===== src/rtl/mole_spawner_if.sv =====
// Spawner <-> timer-array bundle: game controls and hole status in, spawn requests out.
interface mole_spawner_if;
    logic       enable;
    logic [1:0] difficulty;
    logic [7:0] omole;
    logic [7:0] mole;
    logic [2:0] moletime;
    logic [7:0] spawn_count;

    // master: the spawner itself
    modport master (
        input  enable, difficulty, omole,
        output mole, moletime, spawn_count
    );

    // slave: game controller / timer array side
    modport slave (
        output enable, difficulty, omole,
        input  mole, moletime, spawn_count
    );
endinterface


===== src/rtl/mole_spawner.sv =====
// Decides when and into which free hole a new mole is launched; one-cycle one-hot
// spawn pulse plus duration code, paced by a difficulty-selected interval.
module mole_spawner #(
    parameter int          TICK_DIV   = 100000,
    parameter int          SPAWN_EASY = 1500,
    parameter int          SPAWN_MED  = 1000,
    parameter int          SPAWN_HARD = 600,
    parameter logic [15:0] LFSR_SEED  = 16'hACE1
) (
    input  logic           CLK100MHZ,
    input  logic           reset,
    mole_spawner_if.master bus
);

    localparam int SPAWN_MAX_AB = (SPAWN_EASY > SPAWN_MED) ? SPAWN_EASY : SPAWN_MED;
    localparam int SPAWN_MAX    = (SPAWN_MAX_AB > SPAWN_HARD) ? SPAWN_MAX_AB : SPAWN_HARD;
    localparam int PW           = (TICK_DIV > 1) ? $clog2(TICK_DIV) : 1;
    localparam int IW           = $clog2(SPAWN_MAX + 1);

    typedef enum logic [1:0] {
        IDLE,
        WAIT,
        PICK,
        FIRE
    } state_t;

    state_t          state_reg, state_next;
    logic [15:0]     lfsr_reg, lfsr_next;
    logic [PW-1:0]   presc_reg, presc_next;
    logic [IW-1:0]   interval_reg, interval_next;
    logic [2:0]      cand_reg, cand_next;
    logic [2:0]      probe_reg, probe_next;
    logic [7:0]      mole_reg, mole_next;
    logic [2:0]      moletime_reg, moletime_next;
    logic [7:0]      count_reg, count_next;

    logic [IW-1:0]   reload_val;
    logic [2:0]      cand_eff;
    logic            hole_busy;
    logic            tick_wrap;
    logic [7:0]      fire_onehot;

    // Free-running Fibonacci LFSR, taps 16,14,13,11
    assign lfsr_next = {lfsr_reg[14:0], lfsr_reg[15] ^ lfsr_reg[13] ^ lfsr_reg[12] ^ lfsr_reg[10]};

    always_comb begin
        case (bus.difficulty)
            2'b00:   reload_val = IW'(SPAWN_EASY);
            2'b01:   reload_val = IW'(SPAWN_MED);
            default: reload_val = IW'(SPAWN_HARD);
        endcase
    end

    // The first probe of a PICK uses the live LFSR; later probes walk upward from there
    assign cand_eff  = (probe_reg == 3'd0) ? lfsr_reg[2:0] : cand_reg;
    assign hole_busy = bus.omole[cand_eff];
    assign tick_wrap = (presc_reg == PW'(TICK_DIV - 1));

    for (genvar gi = 0; gi < 8; gi++) begin : g_onehot
        assign fire_onehot[gi] = (cand_reg == 3'(gi));
    end

    always_comb begin
        state_next    = state_reg;
        presc_next    = presc_reg;
        interval_next = interval_reg;
        cand_next     = cand_reg;
        probe_next    = probe_reg;
        mole_next     = 8'h00;
        moletime_next = moletime_reg;
        count_next    = count_reg;

        if (!bus.enable) begin
            // Also swallows a FIRE that coincides with enable dropping
            state_next    = IDLE;
            presc_next    = '0;
            interval_next = '0;
            probe_next    = 3'd0;
        end else begin
            case (state_reg)
                IDLE: begin
                    state_next    = WAIT;
                    presc_next    = '0;
                    interval_next = reload_val;
                    probe_next    = 3'd0;
                    count_next    = 8'h00;
                end

                WAIT: begin
                    if (tick_wrap) begin
                        presc_next    = '0;
                        interval_next = interval_reg - IW'(1);
                        if (interval_reg <= IW'(1)) begin
                            state_next = PICK;
                            probe_next = 3'd0;
                        end
                    end else begin
                        presc_next = presc_reg + PW'(1);
                    end
                end

                PICK: begin
                    if (!hole_busy) begin
                        state_next = FIRE;
                        cand_next  = cand_eff;
                    end else if (probe_reg == 3'd7) begin
                        // Every hole occupied: skip this spawn and start a fresh interval
                        state_next    = WAIT;
                        presc_next    = '0;
                        interval_next = reload_val;
                        probe_next    = 3'd0;
                        cand_next     = cand_eff + 3'd1;
                    end else begin
                        cand_next  = cand_eff + 3'd1;
                        probe_next = probe_reg + 3'd1;
                    end
                end

                FIRE: begin
                    mole_next     = fire_onehot;
                    moletime_next = lfsr_reg[5:3];
                    count_next    = (count_reg == 8'hFF) ? count_reg : count_reg + 8'd1;
                    state_next    = WAIT;
                    presc_next    = '0;
                    interval_next = reload_val;
                    probe_next    = 3'd0;
                end

                default: begin
                    state_next = IDLE;
                end
            endcase
        end
    end

    always_ff @(posedge CLK100MHZ or posedge reset) begin
        if (reset) begin
            state_reg    <= IDLE;
            lfsr_reg     <= LFSR_SEED;
            presc_reg    <= '0;
            interval_reg <= '0;
            cand_reg     <= 3'd0;
            probe_reg    <= 3'd0;
            mole_reg     <= 8'h00;
            moletime_reg <= 3'd0;
            count_reg    <= 8'h00;
        end else begin
            state_reg    <= state_next;
            lfsr_reg     <= lfsr_next;
            presc_reg    <= presc_next;
            interval_reg <= interval_next;
            cand_reg     <= cand_next;
            probe_reg    <= probe_next;
            mole_reg     <= mole_next;
            moletime_reg <= moletime_next;
            count_reg    <= count_next;
        end
    end

    assign bus.mole        = mole_reg;
    assign bus.moletime    = moletime_reg;
    assign bus.spawn_count = count_reg;

endmodule

===== src/flat_wrapper.sv =====
// flat-port wrapper written by rule: the top's interface ports become plain ports
module mole_spawner_flat 
#(
    parameter int          TICK_DIV   = 100000,
    parameter int          SPAWN_EASY = 1500,
    parameter int          SPAWN_MED  = 1000,
    parameter int          SPAWN_HARD = 600,
    parameter logic [15:0] LFSR_SEED  = 16'hACE1
)
  (CLK100MHZ, reset, bus_enable, bus_difficulty, bus_omole, bus_mole, bus_moletime, bus_spawn_count);
  mole_spawner_if bus_i ();
  input  logic CLK100MHZ;
  input  logic reset;
  input wire logic [$bits(bus_i.enable)-1:0] bus_enable;
  input wire logic [$bits(bus_i.difficulty)-1:0] bus_difficulty;
  input wire logic [$bits(bus_i.omole)-1:0] bus_omole;
  output wire logic [$bits(bus_i.mole)-1:0] bus_mole;
  output wire logic [$bits(bus_i.moletime)-1:0] bus_moletime;
  output wire logic [$bits(bus_i.spawn_count)-1:0] bus_spawn_count;
  assign bus_i.enable = bus_enable;
  assign bus_i.difficulty = bus_difficulty;
  assign bus_i.omole = bus_omole;
  assign bus_mole = bus_i.mole;
  assign bus_moletime = bus_i.moletime;
  assign bus_spawn_count = bus_i.spawn_count;
  mole_spawner #(.TICK_DIV(TICK_DIV), .SPAWN_EASY(SPAWN_EASY), .SPAWN_MED(SPAWN_MED), .SPAWN_HARD(SPAWN_HARD), .LFSR_SEED(LFSR_SEED)) u_core (.CLK100MHZ(CLK100MHZ), .reset(reset), .bus(bus_i));
endmodule

===== config.mk =====
export PLATFORM = sky130hd
export DESIGN_NAME = mole_spawner_flat
export DESIGN_NICKNAME = d
export VERILOG_FILES = /design/src/rtl/mole_spawner_if.sv /design/src/rtl/mole_spawner.sv /design/src/flat_wrapper.sv
export SDC_FILE = /design/constraint.sdc
export NUM_CORES = 1
export LEC_CHECK = 0
export CAP_MARGIN = 20
export CORE_ASPECT_RATIO = 1.5
export CORE_UTILIZATION = 45
export CTS_BUF_LIST = sky130_fd_sc_hd__clkbuf_16
export DETAILED_ROUTE_END_ITERATION = 7
export HOLD_SLACK_MARGIN = 0.15
export PLACE_DENSITY = 0.7
export SYNTH_ARGS = -nofsm -noshare
export SYNTH_HDL_FRONTEND = slang
export SYNTH_SLANG_ARGS = --single-unit

===== constraint.sdc =====
create_clock -name CLK100MHZ -period 2.4 [get_ports CLK100MHZ]
set_input_delay 0.36 -clock CLK100MHZ [delete_from_list [all_inputs] [get_ports CLK100MHZ]]
set_output_delay 0.36 -clock CLK100MHZ [all_outputs]
set_load 0.1 [all_outputs]

==> summary.md, run 1 <==
| Metric | Value |
|---|---|
| Outcome | `finished, violations left` |
| Violations in the final reports | `design-rule violations, negative setup slack` |
| Die height | `about 110 µm` |
| Most common flop cell mapped by yosys | `dfrtp_1` |
| Stages on the worst setup path | `11` |
| Critical path class | `reg2reg` |
| Post-DP Area | `4330 µm²` |
| Initial antenna violation count | `0` |
| Wire per inst | `16.49 µm` |
| DRT Pass-1 Iters | `6` |
| CTS buffer count | `9` |
| DR iter-0 viols | `176` |
| Peak Freq | `0.3916 GHz` |
| Reg-to-reg startpoint | `u_core.probe_reg[1]$_DFFE_PP0P_` |
| Vias per std cell | `5.757` |
| Top post-synthesis cells by area | `dfrtp_1 43%, dfstp_2 5.7%, nand2_1 4.4%` |
| WP buf/inv | `3` |
| Endpoints failing setup | `32` |
| Crit start category | `register` |
| Synth Instances | `380` |
| Slew Viols, Final | `0` |
| Top delay family on crit path | `simple AND/OR/NAND/NOR gates` |
| Part of the power in registers | `31.3%` |
| Crit path cell chain | `inv_1 > ha_2 > or2b_4 > a21oi_4 > inv_2 > mux2i_4 > a22oi_2 > buf_6 > a31oi_4 > or4_1 > a21oi_1` |
| Max reg flops | `17` |
| R2r worst-path depth | `11` |
| Net Sw Power | `1.832 mW` |
| Cell Area, Synth | `3674 µm²` |
| Cts hold-fix bufs | `0` |
| Final hold viol count | `0` |
| Worst Skew | `0.004880 ns` |
| Fill cells | `622` |
| Clock Root Buffer | `clkbuf_16` |
| Area Overhead vs Synth | `39.82%` |
| Crit. End Element | `register` |
| Antenna cell count | `0` |
| Crit-path slowest cell | `or4_1` |
| Row cnt | `40` |
| PD cells | `about 950 nW/µm²` |
| Clock Latency Late Sink | `0.34 ns` |
| First-pass GRT wire length | `15,500 µm` |
| I/O Buffers | `31` |
| Worst-Margin Slew | `0.9047 ns` |
| Clock buffer depth | `2` |
| #FFs+latches synth | `71` |
| Register area share after synthesis | `48.64%` |
| Rel. slew slack | `slightly below 40%` |
| Comb pwr share | `39.6%` |
| Reg2reg end | `u_core.presc_reg[12]$_DFFE_PP0P_` |
| Pin count of the biggest net entering global routing | `52` |
| Crit-path max cell delay | `about 0.55 ns` |
| Total vias in the final route | `approximately 3,300` |
| Critical path arrival | `2.82 ns` |
| Top-count cell post-synth | `dfrtp_1` |
| Post-synth EDFFs | `0` |
| Clock-pin transition on the worst setup and hold timing paths | `0.06 ns` |
| DR DRC count | `1` |
| Vias in the first global route | `3,304` |
| Initial Util | `between 40% and 50%` |
| Async set-reset flop share out of synthesis | `100.0%` |
| H-tree lvl count | `3` |
| Detailed placement HPWL | `5816 µm` |
| Core area | `~8000 µm²` |
| Post-route setup slack | `-0.1539 ns` |
| Final ANT Viol Nets | `0` |
| P_int | `3.035 mW` |
| Max-cap violations | `0` |
| List of most frequent post-synthesis cells | `63 x dfrtp_1, 43 x nand2_1, 28 x a21oi_1` |
| Setup TNS | `-2.928 ns` |
| Total gr overflow | `0` |
| Syn nets | `405` |
| TritonCTS clock tree | `built` |
| RSZ-0062 raised after global routing | `yes` |
| GRT Total Usage | `24.01%` |
| Sw frac | `37.64%` |
| Post-synth top area cell | `dfrtp_1` |
| Tcrit/Tclk final | `106.4%` |
| Clock sink count | `71` |
| Clock power share | `about 29%` |
| Routability Congestion | `0.8408` |
| Share of layout cells above drive strength 1 | `33.76%` |
| Static leakage | `2.207 nW` |
| Final min period | `roughly 2.6 ns` |
| R2r setup slk | `-0.15 ns` |
| # IOs | `32` |
| WL final | `9498 µm` |
| Cell variety after synth | `54` |
| Crit path from | `u_core.probe_reg[1]$_DFFE_PP0P_` |
| Critical Path Fanout Max | `5` |
| Area fraction of the dominant cell type after synthesis | `between 40% and 50%` |
| Fin nets | `491` |
| Die area | `8536 µm²` |
| Worst EP required | `2.67 ns` |
| Finished Cell Area | `5136 µm²` |
| Hold WS | `around 0.34 ns` |
| Peak VDD IR | `0.0004800 V` |
| Average size of a mapped cell | `9.667 µm²` |
| Die Wd | `75.77 µm` |
| Synth warn | `0` |
| Hold Crit Class | `in2async` |
[per-layer routing]
layer,vias up,GRT usage (%),share of wire [%]
met5,-,0,0
met4,0,13.83,3.7
met3,26,3.591,3.2
met2,84,39.23,52
met1,1638,29.13,41
li1,1568,-,-
[worst reg2reg max path: stages, from the launching register on]
cell and delay, ns:
dfrtp_1 0.38, inv_1 0.06, ha_2 0.18, or2b_4 0.29, a21oi_4 0.14, inv_2 0.08
mux2i_4 0.19, a22oi_2 0.20, buf_6 0.15, a31oi_4 0.12, or4_1 0.55, a21oi_1 0.15
[logic make-up after synthesis]
| family | synth area share [%] |
|---|---|
| and+or+nand+nor | 19.45 |
| DFF | 48.64 |
| muxes | 3.338 |
| AOI/OAI and AO/OA | 20.06 |
| buffers and inverters | 3.713 |
| xor gates and xnor gates | 0.7154 |
| adders and majority gates | 4.087 |
[area by class of cell]
cell class / count / area, µm² / share of cell area, %
Multi-Input combinational cell: 280 / 2090 / 40.68
Clock inverter: 7 / 87.58 / 1.705
Tap cell: 105 / 131.4 / 2.558
Sequential cell: 71 / 1787 / 34.79
Clock buffer: 9 / 225.2 / 4.385
Inverter: 18 / 72.57 / 1.413
Timing Repair Buffer: 86 / 743.2 / 14.47
[worst max-delay path by stage]
stage	end
after floorplan	u_core.presc_reg[9]$_DFFE_PP0P_
after global placement	u_core.presc_reg[14]$_DFFE_PP0P_
after detailed placement	u_core.interval_reg[0]$_DFFE_PP0P_
after CTS	u_core.presc_reg[14]$_DFFE_PP0P_
after global routing	u_core.presc_reg[12]$_DFFE_PP0P_
final	u_core.presc_reg[12]$_DFFE_PP0P_
[cells in the final DEF, fill, tap and decap left out, types with 7 or more instances in the layout]
| cell type | netlist | routed |
|---|---|---|
| a21oi_1 | 28 | 25 |
| a32o_1 | 7 | 7 |
| buf_4 | 0 | 63 |
| buf_6 | 1 | 8 |
| clkbuf_16 | 0 | 9 |
| clkdlybuf4s50_1 | 0 | 12 |
| dfrtp_1 | 63 | 63 |
| dfstp_2 | 8 | 8 |
| ha_1 | 12 | 11 |
| inv_1 | 16 | 15 |
| nand2_1 | 43 | 41 |
| nand3_1 | 17 | 17 |
| nor2_1 | 27 | 25 |
| nor3_1 | 12 | 10 |
| o21ai_0 | 22 | 11 |
| o21ai_1 | 4 | 10 |
| o31ai_1 | 15 | 9 |
| or4_1 | 10 | 9 |
[power groups by stage]
stage | Clock, mW | Sequential (mW) | Combinational, mW
after global routing | 1.48 | 1.55 | 2.09
final | 1.41 | 1.52 | 1.93
after detailed placement | 0 | 1.52 | 1.50
after global placement | 0 | 1.51 | 1.48
after CTS | 1.42 | 1.50 | 1.72
after floorplan | 0 | 1.62 | 0.931
[timing repair]
item	CTS	global route
buffers inserted	13	4
setup endpoints to repair	35	35
pin swaps	22	10
gates resized for setup	43	25
gates cloned	3	0
[metrics by stage]
step	utilization (%)	setup WS, ns	cells	total power [mW]
floorplan	-	-0.07988	380	2.548
detailed placement	54.42	-0.2526	540	3.021
finish	64.54	-0.1539	576	4.866
CTS	62.41	-0.1372	572	4.649
global placement	54.42	-0.1571	540	2.991
global route	64.54	-0.2885	576	5.119
Power figures use the tool's default switching activity.
==> run 2: changes to the inputs <==
--- a/config.mk
+++ b/config.mk
@@ -12,6 +12,7 @@
 export DETAILED_ROUTE_END_ITERATION = 7
 export HOLD_SLACK_MARGIN = 0.15
 export PLACE_DENSITY = 0.7
+export REMOVE_ABC_BUFFERS = 1
 export SYNTH_ARGS = -nofsm -noshare
 export SYNTH_HDL_FRONTEND = slang
 export SYNTH_SLANG_ARGS = --single-unit
==> constraint.sdc (replaced) <==
create_clock -name CLK100MHZ -period 2.4 [get_ports CLK100MHZ]
set_input_delay 0.36 -clock CLK100MHZ [delete_from_list [all_inputs] [get_ports CLK100MHZ]]
set_output_delay 0.36 -clock CLK100MHZ [all_outputs]
set_load 0.02 [all_outputs]
==> run 2 against run 1 <==
Routed wire length up 3.2%. The run ends with negative setup slack left. Cell area shrank 1.2%. Sequential share of layout area rose by 0.42 points. Final cell count shrank 0.17%. Largest power group unchanged. Global-route usage rose by 0.93 points. Power decreased by 5.4%. Highest routed layer unchanged. Register-to-register slack got worse by 0.09 ns.
==> summary.md, run 2 (synthesis gave the netlist of run 1 again) <==
| Metric | Value |
|---|---|
| TritonCTS clock tree | `built` |
| Die Wd | `75.77 µm` |
| Wire per inst | `17.05 µm` |
| Rel. slew slack | `roughly 44%` |
| Critical path arrival | `2.91 ns` |
| Crit path from | `u_core.probe_reg[0]$_DFFE_PP0P_` |
| Endpoints failing setup | `35` |
| Core Util, Final | `63.77%` |
| Worst EP required | `between 2 and 3 ns` |
| H-tree lvl count | `3` |
| WP buf/inv | `3` |
| Die area | `8536 µm²` |
| Final ANT Viol Nets | `0` |
| Routability Congestion | `0.8993` |
| Area Overhead vs Synth | `38.15%` |
| Hold Crit Class | `reg2reg` |
| Critical Path Fanout Max | `5` |
| Crit start category | `register` |
| Clock power share | `29.8%` |
| Vias per std cell | `5.784` |
| Initial antenna violation count | `0` |
| Total vias in the final route | `3,326` |
| Antenna cell count | `0` |
| Static leakage | `roughly 2.2 nW` |
| DRT Pass-1 Iters | `4` |
| # IOs | `32` |
| Final min period | `2.641 ns` |
| Share of layout cells above drive strength 1 | `29.57%` |
| PD cells | `~900 nW/µm²` |
| I/O Buffers | `31` |
| Comb pwr share | `between 30% and 40%` |
| Detailed placement HPWL | `around 6400 µm` |
| Max reg flops | `17` |
| Part of the power in registers | `32.8%` |
| Critical path class | `reg2reg` |
| WL final | `9805 µm` |
| Max-cap violations | `0` |
| Pin count of the biggest net entering global routing | `29` |
| Peak Freq | `0.3787 GHz` |
| Clock-pin transition on the worst setup and hold timing paths | `about 0.060 ns` |
| Outcome | `finished, violations left` |
| Crit path cell chain | `inv_1 > ha_2 > or2b_4 > a21oi_4 > inv_2 > mux2i_4 > a22oi_2 > buf_6 > a31oi_4 > or4_1 > a21oi_1` |
| Row cnt | `40` |
| Clock buffer depth | `2` |
| Stages on the worst setup path | `11` |
| Post-DP Area | `4353 µm²` |
| Sw frac | `36.91%` |
| GRT Total Usage | `between 20 and 25%` |
| Total gr overflow | `0` |
| Finished Cell Area | `5075 µm²` |
| Hold_sp | `u_core.lfsr_reg[6]$_DFF_PP1_` |
| Tcrit/Tclk final | `110.0%` |
| First-pass GRT wire length | `15,890 µm` |
| Leading cell types in the layout, fill and taps excluded | `63 x dfrtp_1, 47 x buf_4, 41 x nand2_1` |
| Final hold viol count | `0` |
| Net Sw Power | `approximately 1.7 mW` |
| Fin nets | `490` |
| Setup TNS | `-4.815 ns` |
| Worst Skew | `approximately 0.0061 ns` |
| RSZ-0062 raised after global routing | `yes` |
| Vias in the first global route | `3,440` |
| DR DRC count | `0` |
| Reg2reg end | `u_core.presc_reg[9]$_DFFE_PP0P_` |
| R2r worst-path depth | `11` |
| Initial Util | `46.16%` |
| Clock Latency Late Sink | `between 0.3 and 0.4 ns` |
| Cts hold-fix bufs | `0` |
| Commonest non-fill, non-tap cell in the layout | `dfrtp_1` |
| Worst-Margin Slew | `0.8286 ns` |
| Reg-to-reg startpoint | `u_core.probe_reg[0]$_DFFE_PP0P_` |
| R2r setup slk | `-0.24 ns` |
| Die height | `112.7 µm` |
| Crit-path max cell delay | `0.50 ns` |
| P_int | `2.905 mW` |
| Post-route setup slack | `-0.2405 ns` |
| Clock sink count | `between 70 and 80` |
| Clock Root Buffer | `clkbuf_16` |
| Crit-path slowest cell | `or4_1` |
| Violations in the final reports | `negative setup slack` |
| Crit. End Element | `register` |
| Top delay family on crit path | `simple AND/OR/NAND/NOR gates` |
| Core area | `around 8000 µm²` |
| CTS buffer count | `9` |
| Peak VDD IR | `0.0004507 V` |
| Worst setup path endpoint | `u_core.presc_reg[9]$_DFFE_PP0P_` |
| DR iter-0 viols | `between 150 and 200` |
| Slew Viols, Final | `0` |
## run 2: cell types whose count changed in the layout (fill, tap and decap cells not counted), sizes merged
cell	delta
a31oi	-1
clkdlybuf4s50	+19
inv	+4
bufinv	-1
buf	-19
clkinv	-3
## run 2: cell type report
type | instances | area, µm²
clock buffers | 9 | 225.2
clock inverters | 7 | 80.08
fillers | 593 | 2883
inverters | 18 | 70.07
multi-input cells | 279 | 2019
flip-flops and latches | 71 | 1787
well taps | 105 | 131.4
repair buffers | 86 | 762.0
## run 2: worst min-delay path by stage
stage	to	slack [ns]	cells after the start
final	u_core.lfsr_reg[7]$_DFF_PP1_	0.36	0
after global routing	u_core.lfsr_reg[7]$_DFF_PP1_	0.36	0
after CTS	u_core.lfsr_reg[7]$_DFF_PP1_	0.36	0
after detailed placement	u_core.lfsr_reg[15]$_DFF_PP1_	0.35	0
after global placement	u_core.lfsr_reg[15]$_DFF_PP1_	0.34	0
after floorplan	u_core.lfsr_reg[9]$_DFF_PP0_	0.33	0
## run 2: worst register-to-register path, stage by stage (launching register included)
cell and delay (ns):
dfrtp_1 0.39, inv_1 0.07, ha_2 0.18, or2b_4 0.29, a21oi_4 0.20, inv_2 0.09
mux2i_4 0.21, a22oi_2 0.17, buf_6 0.16, a31oi_4 0.14, or4_1 0.50, a21oi_1 0.16
## run 2: what timing repair did
item                       in CTS  in global routing
pin swaps                      15                 17
gates resized for setup        19                 38
setup endpoints to repair      34                 35
gates cloned                    2                  0
setup buffers                   7                  9
## run 2: through the flow
step / cells / worst slack (ns) / hold slack (ns) / total power, mW
2_1_floorplan: 366 / -0.1467 / 0.3312 / 2.379
3_3_place_gp: 541 / -0.1764 / 0.3434 / 2.858
3_5_place_dp: 541 / -0.2896 / 0.3504 / 2.909
4_1_cts: 566 / -0.1647 / 0.3623 / 4.405
5_1_grt: 575 / -0.3445 / 0.3620 / 4.862
6_report: 575 / -0.2405 / 0.3598 / 4.604
## run 2: routing by layer
layer	track usage (%)	up-vias	wire length (µm)
met4	14.57	0	393
li1	-	1566	-
met3	6.822	37	322
met5	0	-	0
met2	42.01	80	5328
met1	26.93	1643	3760
## run 2: power by group through the flow
stage	clock network (mW)	logic [mW]	registers, mW
floorplan	0	0.876	1.50
global placement	0	1.36	1.50
detailed placement	0	1.40	1.51
CTS	1.39	1.53	1.49
global route	1.44	1.90	1.52
finish	1.37	1.72	1.51
